**src/rtl/vowel_pkg.sv**
```systemverilog
// vowel_pkg: shared constants, FSM state type and popcount helper for vowel_insert.
package vowel_pkg;
    localparam logic [7:0] A = 8'd65;
    localparam logic [7:0] E = 8'd69;
    localparam logic [7:0] I = 8'd73;
    localparam logic [7:0] O = 8'd79;
    localparam logic [7:0] U = 8'd85;
    localparam logic [7:0] PAD = 8'd95;
    localparam int FRAME_LEN = 8;

    typedef enum logic [1:0] {IDLE, EMIT, DRAIN} state_t;

    function automatic logic [3:0] popcount8(input logic [7:0] m);
        logic [3:0] n;
        n = 4'd0;
        for (int k = 0; k < FRAME_LEN; k++) n = n + 4'(m[k]);
        return n;
    endfunction
endpackage

```
**src/rtl/vowel_detect.sv**
```systemverilog
// vowel_detect: flags uppercase ASCII vowels.
module vowel_detect
    import vowel_pkg::*;
(
    input  logic [7:0] data,
    output logic       is_vowel
);
    assign is_vowel = data inside {A, E, I, O, U};
endmodule

```
**src/rtl/vowel_insert.sv**
```systemverilog
// vowel_insert: merges a consonant stream and a vowel stream into 8-char frames
// under a per-frame vowel mask, then drains the consonant stream's PAD fill.
module vowel_insert
    import vowel_pkg::*;
(
    input  logic       clk,
    input  logic       rst,
    input  logic       frame_valid,
    output logic       frame_ready,
    input  logic [7:0] frame_mask,
    input  logic [7:0] cons_data,
    input  logic       cons_valid,
    output logic       cons_ready,
    input  logic [7:0] vow_data,
    input  logic       vow_valid,
    output logic       vow_ready,
    output logic [7:0] out_data,
    output logic       out_valid,
    input  logic       out_ready,
    output logic       out_last,
    input  logic       err_clr,
    output logic       vow_err,
    output logic       pad_err
);
    state_t     state;
    logic [2:0] pos;
    logic [3:0] pad_cnt;
    logic [7:0] mask;
    logic       slot_free, sel_vow, load_v, load_c, load, drain_acc, is_vowel;

    assign slot_free   = !out_valid || out_ready;
    assign sel_vow     = mask[pos];
    assign frame_ready = state == IDLE;
    assign vow_ready   = state == EMIT && sel_vow && slot_free;
    // DRAIN ignores the output slot: pad bytes never reach the output
    assign cons_ready  = state == DRAIN || (state == EMIT && !sel_vow && slot_free);
    assign load_v      = vow_valid && vow_ready;
    assign load_c      = cons_valid && cons_ready && state == EMIT;
    assign load        = load_v || load_c;
    assign drain_acc   = cons_valid && state == DRAIN;

    vowel_detect u_detect (.data(vow_data), .is_vowel(is_vowel));

    always_ff @(posedge clk or posedge rst) begin
        if (rst) begin
            state     <= IDLE;
            pos       <= 3'd0;
            pad_cnt   <= 4'd0;
            mask      <= 8'd0;
            out_valid <= 1'b0;
            out_data  <= 8'd0;
            out_last  <= 1'b0;
            vow_err   <= 1'b0;
            pad_err   <= 1'b0;
        end else begin
            if (load) begin
                out_data  <= load_v ? vow_data : cons_data;
                out_valid <= 1'b1;
                out_last  <= pos == 3'(FRAME_LEN - 1);
                pos       <= pos + 3'd1;
            end else if (out_ready) begin
                out_valid <= 1'b0;
            end
            vow_err <= (load_v && !is_vowel) || (vow_err && !err_clr);
            pad_err <= (drain_acc && cons_data != PAD) || (pad_err && !err_clr);
            case (state)
                IDLE: if (frame_valid) begin
                    mask    <= frame_mask;
                    pos     <= 3'd0;
                    pad_cnt <= popcount8(frame_mask);
                    state   <= EMIT;
                end
                EMIT: if (load && pos == 3'(FRAME_LEN - 1))
                    state <= pad_cnt == 4'd0 ? IDLE : DRAIN;
                DRAIN: if (cons_valid) begin
                    pad_cnt <= pad_cnt - 4'd1;
                    if (pad_cnt == 4'd1) state <= IDLE;
                end
                default: state <= IDLE;
            endcase
        end
    end
endmodule

```
**config.mk**
```make
export PLATFORM = sky130hd
export DESIGN_NAME = vowel_insert
export DESIGN_NICKNAME = d
export VERILOG_FILES = /design/src/rtl/vowel_pkg.sv /design/src/rtl/vowel_detect.sv /design/src/rtl/vowel_insert.sv
export SDC_FILE = /design/constraint.sdc
export NUM_CORES = 1
export LEC_CHECK = 0
export ABC_AREA = 1
export BUFFER_PORTS_ARGS = -buffer_cell sky130_fd_sc_hd__buf_2
export CAP_MARGIN = 20
export CORE_UTILIZATION = 55
export DETAILED_ROUTE_END_ITERATION = 10
export GPL_TIMING_DRIVEN = 0
export PLACE_DENSITY = 0.81
export SYNTH_ARGS = -nofsm -noshare
export SYNTH_HDL_FRONTEND = slang
export SYNTH_SLANG_ARGS = --single-unit
```
**constraint.sdc**
```tcl
create_clock -name clk -period 2.75 [get_ports clk]
set_input_delay 0.1375 -clock clk [delete_from_list [all_inputs] [get_ports clk]]
set_output_delay 0.1375 -clock clk [all_outputs]
set_load 0.01 [all_outputs]
```
==> impl_metrics.csv, run 1 <==
group,metric,value,unit
status,status,"finished, violations left",
status,violations,"DRC",
synth,yosys_register_bits,29,
synth,ys_seq_area_frac,0.427,
cts,clock_path_buffers,2,
global_route,grtUsageMet3,0.0680,
hold_path,hold_path_class,"input pin to flop",
synth,syn-num-nets,255,
cts,cts_buffers,5,
finish,drive_gt1_frac,0.261,
cts,tritoncts,"yes",
setup_path,cpPeakStageDelay,0.56,ns
finish,syn_to_final_growth,22.9,%
floorplan,io_pins,46,
routing,via_per_inst,5.15,
setup_path,cp_data_arrival_time,2.86,ns
setup_path,worstPathMaxFanout,2,
finish,finish.utilization,0.732,
sta,tns,0,ns
sta,setup_viol,0,
routing,wl,3640,um
finish,layout_common_cells,"nand2_1 (46), buf_2 (46), inv_1 (33)",
floorplan,die_h,57.6,um
sta,slew_headroom,0.688,
routing,drc,1,
sta,fin_crit_sh,0.959,
placement,routabilityCongestion,0.901,
synth,async_flop_share,1.00,
sta,final-hold-violation-count,0,
setup_path,path_common_cell,"fa_1",
power,p_leak,1.16,nW
power,ir_drop,0.000683,V
global_route,antenna_found_initial,0,
finish,fin_nets,310,
floorplan,dieWidth,57.6,um
setup_path,startpoint_type,"input pin",
power,total_power,2.08,mW
routing,ant_nets,0,
synth,avgSynthCellArea,7.98,sq um
global_route,globalRouteOverflowTotal,0,
synth,ys.warnings.count,0,
placement,hpwl,2850,um
cts,clk-insertion-delay-late,0.33,ns
synth,synthDistinctLibCells,28,
routing,avgRoutedWirePerCell,12.2,um
floorplan,rows,19,
setup_path,crit_path_end,"pad_cnt[2]",
job,cap_violations,0,
global_route,grt_util_all_layers,0.253,
sta,period_needed,2.64,ns
global_route,grt_util_met1,0.326,
routing,vias,1539,
power,p_per_area,996,nW/um^2
floorplan,core,2850,sq um
routing,first_iter_violations,64,
floorplan,die-area,3320,sq um
setup_path,crit_chain,"buf_2, fa_1, inv_2, fa_1, fa_1, inv_1, ha_4, inv_2, fa_2, xor2_2, a21oi_1, a31o_2",
cts,cts_root_buffer,"clkbuf_4",
global_route,grt_pass1_wl,6280,um
sta,hold_slack,0.0385,ns
floorplan,initial_utilization,0.596,
global_route,use_met2,0.404,
setup_path,cp-end-kind,"flop",
setup_path,cp.buffers_inverters,4,
setup_path,crit_slowest_cell,"fa_1",
placement,pre_cts_ws,-0.289,ns
sta,final_max_slew_viol_count,0,
synth,synth-edff-count,0,
setup_path,cp.depth,12,
setup_path,crit-reg2reg-launch,"pos[0]",
cts,cts.sinks,29,
setup_path,worstSetupPathType,"input pin to flop",
sta,tightestPinTransition,0.462,ns
cts,clkSlewWorstSetupHoldPaths,0.08,ns
setup_path,reg2reg_depth,11,
synth,netlist_instances,213,
synth,synth_area,1700,sq um
global_route,grt_max_degree,30,
global_route,busiest_layer,"met2",
synth,synth_flop_cell,"dfrtp_1",
setup_path,r2r_end,"out_data[5]",
sta,fin_skew,0.0161,ns
setup_path,crit_start,"frame_mask[0]",
sta,fin_ws,0.113,ns
setup_path,worst_ep_required_time,2.97,ns
cts,cts_setup_buffers,0,
sta,max_freq,379,MHz
global_route,grt_pass1_vias,1480,
cts,htree_levels,2,
placement,port_buffers,45,
finish,diodes,0,
routing,drt_first_pass_iters,11,
setup_path,critPathTopFamily,"adder cells",
setup_path,r2r_setup_slack,1.19,ns
area by class of cell:
| type | instances | area (sq um) |
|---|---|---|
| clock buffer | 7 | 55.1 |
| multi-input combinational | 142 | 822 |
| fill | 236 | 764 |
| buffer | 4 | 31.3 |
| timing repair buffer | 48 | 273 |
| tap | 31 | 38.8 |
| sequential | 29 | 726 |
| inverter | 38 | 143 |
report_power, final:
part | internal (mW) | switching, mW
registers | 0.625 | 0.124
clock network | 0.120 | 0.140
logic | 0.434 | 0.637
cell families (layout without fill, tap and decap cells):
group,after synthesis,count (layout),synth area share
flops,29,29,0.427
simple gates,84,84,0.218
xor+xnor,3,3,0.0155
fa+ha+maj,11,11,0.0987
buf+inv,42,97,0.102
compound gates,44,44,0.138
state kept, by name, summed over array words and instances, names as in the netlist:
name       cells
state          2
vow_err        1
pos            3
pad_err        1
mask           8
out_valid      1
out_data       8
out_last       1
pad_cnt        4
routing by layer:
layer  wire length (um)  vias up
met5                  0        -
met4                 58        0
met3                139        9
met2               1820       35
met1               1630      698
li1                   -      797
synthesized netlist by cell type (3+ instances only):
cell type  count  area, sq um
xor2_1         3         26.3
dfrtp_1       29          726
fa_1           4         80.1
ha_1           7         87.6
o21ai_0       19         95.1
o21ai_1       15         75.1
a21oi_1        4         20.0
nand2_1       46          173
nand3_2        3         30.0
nand3_1        9         45.0
nor3_1         3         15.0
nor2_1        17         63.8
inv_1         35          131
what timing repair did:
item	in CTS	in global routing
hold endpoints to repair	1	5
hold buffers	1	1
endpoints found under the setup margin	0	1
resized for setup	0	6
how the worst min path moves through the flow:
stage / startpoint / endpoint / slack, ns / cells past startpoint
after floorplan: rst / mask[0] / 0.22 / 1
final: err_clr / pad_err / 0.04 / 2
after global routing: err_clr / vow_err / 0.04 / 2
after CTS: err_clr / pad_err / 0.02 / 2
after detailed placement: out_ready / out_valid / 0.34 / 2
after global placement: out_ready / out_valid / 0.33 / 2
through the flow:
step | std cells | instance area, sq um
after global routing | 299 | 2090
after floorplan | 213 | 1700
after CTS | 297 | 2030
after detailed placement | 289 | 1960
final | 299 | 2090
after global placement | 289 | 1960
No activity file was read; power rests on OpenSTA's default activity.
==> run 2: changes to the inputs <==
- CELL_PAD_IN_SITES_DETAIL_PLACEMENT: default -> 2
- CELL_PAD_IN_SITES_GLOBAL_PLACEMENT: default -> 2
- CORE_UTILIZATION: 55 -> 32
- CTS_CLUSTER_DIAMETER: default -> 50
- PLACE_DENSITY: 0.81 -> 0.83
==> impl_metrics.csv, run 2 (synthesized netlist as in run 1, its figures left out) <==
group,metric,value,unit
status,status,"finished, final reports clean",
cts,htree_levels,2,
cts,clock_path_buffers,2,
routing,avgRoutedWirePerCell,15.3,um
cts,cts_buffers,5,
cts,cts_setup_buffers,0,
sta,max_freq,376,MHz
floorplan,dieWidth,74.9,um
setup_path,cp.buffers_inverters,4,
cts,cts.sinks,29,
routing,first_iter_violations,41,
job,cap_violations,0,
floorplan,core,5110,sq um
setup_path,cp_data_arrival_time,2.83,ns
setup_path,crit_chain,"buf_2, fa_1, inv_1, fa_1, fa_1, inv_1, ha_1, inv_1, fa_2, xor2_1, a21oi_1, a31o_2",
finish,diodes,0,
power,ir_drop,0.000411,V
hold_path,hold_path_class,"input pin to flop",
routing,drt_first_pass_iters,4,
sta,fin_skew,0.00586,ns
global_route,antenna_found_initial,0,
finish,n_fill_cell,641,
floorplan,initial_utilization,0.333,
placement,port_buffers,45,
floorplan,die-area,5610,sq um
sta,setup_viol,0,
setup_path,worstPathMaxFanout,2,
sta,slew_headroom,0.533,
finish,syn_to_final_growth,24.9,%
global_route,grt_max_degree,18,
routing,via_per_inst,4.70,
sta,period_needed,2.66,ns
global_route,grt_pass1_wl,8340,um
placement,hpwl,4070,um
setup_path,cpPeakStageDelay,0.53,ns
hold_path,hp-start,"err_clr",
sta,hold_slack,0.0576,ns
sta,final_max_slew_viol_count,0,
setup_path,worst_ep_required_time,2.92,ns
cts,clk-insertion-delay-late,0.29,ns
global_route,grt_pass1_vias,1717,
global_route,use_met2,0.355,
sta,final-hold-violation-count,0,
routing,wl,5170,um
sta,rsz0062_at_grt,"true",
finish,layout_common_cells,"nand2_1 (46), buf_2 (46), inv_1 (35)",
global_route,grtUsageMet3,0.0442,
routing,ant_nets,0,
routing,vias,1590,
finish,fin_nets,309,
setup_path,crit_slowest_cell,"fa_1",
power,p_per_area,1050,nW/um^2
setup_path,startpoint_type,"input pin",
sta,fin_crit_sh,0.967,
placement,routabilityCongestion,0.748,
routing,drc,0,
floorplan,io_pins,46,
cts,cts_root_buffer,"clkbuf_8",
setup_path,crit-reg2reg-launch,"pos[0]",
power,total_power,2.23,mW
setup_path,worstSetupPathType,"input pin to flop",
global_route,globalRouteOverflowTotal,0,
setup_path,cp-end-kind,"flop",
finish,finish.utilization,0.415,
cts,tritoncts,"yes",
sta,tightestPinTransition,0.699,ns
setup_path,crit_start,"frame_mask[0]",
power,p_leak,1.17,nW
finish,drive_gt1_frac,0.250,
floorplan,rows,26,
global_route,grt_util_met1,0.249,
floorplan,die_h,74.9,um
setup_path,critPathTopFamily,"adder cells",
global_route,busiest_layer,"met2",
finish,top_regs,"mask x8, out_data x8, pad_cnt x4",
global_route,grt_util_all_layers,0.202,
cts,clkSlewWorstSetupHoldPaths,0.07,ns
run 2: cell count changes in the layout (fill, tap and decap cells not counted), moves of 2 or more:
cell / previous run / this run
clkinv_2: 0 / 2
clkbuf_4: 5 / 0
inv_2: 4 / 2
inv_1: 33 / 35
clkbuf_8: 1 / 5
run 2: report_power, final:
group          total [mW]  switching (mW)  internal (mW)
registers           0.763           0.137          0.626
logic                1.12           0.690          0.426
clock network       0.349           0.174          0.175
total                2.23            1.00           1.23
run 2: cell type report:
| cell class | count | area (sq um) | share of cell area |
|---|---|---|---|
| plain buffers | 4 | 31.3 | 0.0147 |
| clock buffers | 6 | 72.6 | 0.0342 |
| clock inverters | 2 | 10.0 | 0.00472 |
| inverters | 38 | 143 | 0.0672 |
| multi-input cells | 142 | 802 | 0.378 |
| flip-flops and latches | 29 | 726 | 0.342 |
| well taps | 70 | 87.6 | 0.0413 |
| repair buffers | 47 | 250 | 0.118 |
run 2: worst register-to-register path, delay by kind of cell, from the launching register on:
| family | cells | cell delay (ns) |
|---|---|---|
| and+or+nand+nor | 5 | 0.61 |
| AOI/OAI and AO/OA | 2 | 0.22 |
| DFF | 1 | 0.54 |
| buffers and inverters | 1 | 0.22 |
run 2: final timing paths:
path                               endpoint  slack, ns  cells past startpoint
worst max-delay path             pad_cnt[2]       0.09                     12
worst min-delay path                vow_err       0.06                      2
worst max register to register  out_data[7]       1.05                      8
worst min register to register  out_data[5]       0.48                      2
max in group asynchronous        pad_cnt[0]       1.69                      4
min in group asynchronous       out_data[2]       0.52                      3
run 2: metrics by stage:
step / TNS, ns / area, sq um / setup slack [ns] / std cells
finish: 0 / 2120 / 0.0909 / 338
global route: -0.0582 / 2120 / -0.0582 / 338
CTS: 0 / 2120 / 0.0381 / 338
detailed placement: -0.395 / 2030 / -0.252 / 329
global placement: -0.340 / 2010 / -0.221 / 328
floorplan: 0 / 1700 / 0.0352 / 213
run 2: metal layers:
layer  wire length [um]  vias up  share of wire
met2               2730       21           0.53
met1               2270      773           0.44
li1                   -      789              -
met5                  0        -              0
met3                 96        7          0.019
met4                 70        0          0.014
run 2: timing repair:
action,4_1_cts,5_1_grt
setup endpoints to repair,0,2
hold buffers,1,0
endpoints found under the hold margin,16,0
gates resized for setup,0,2
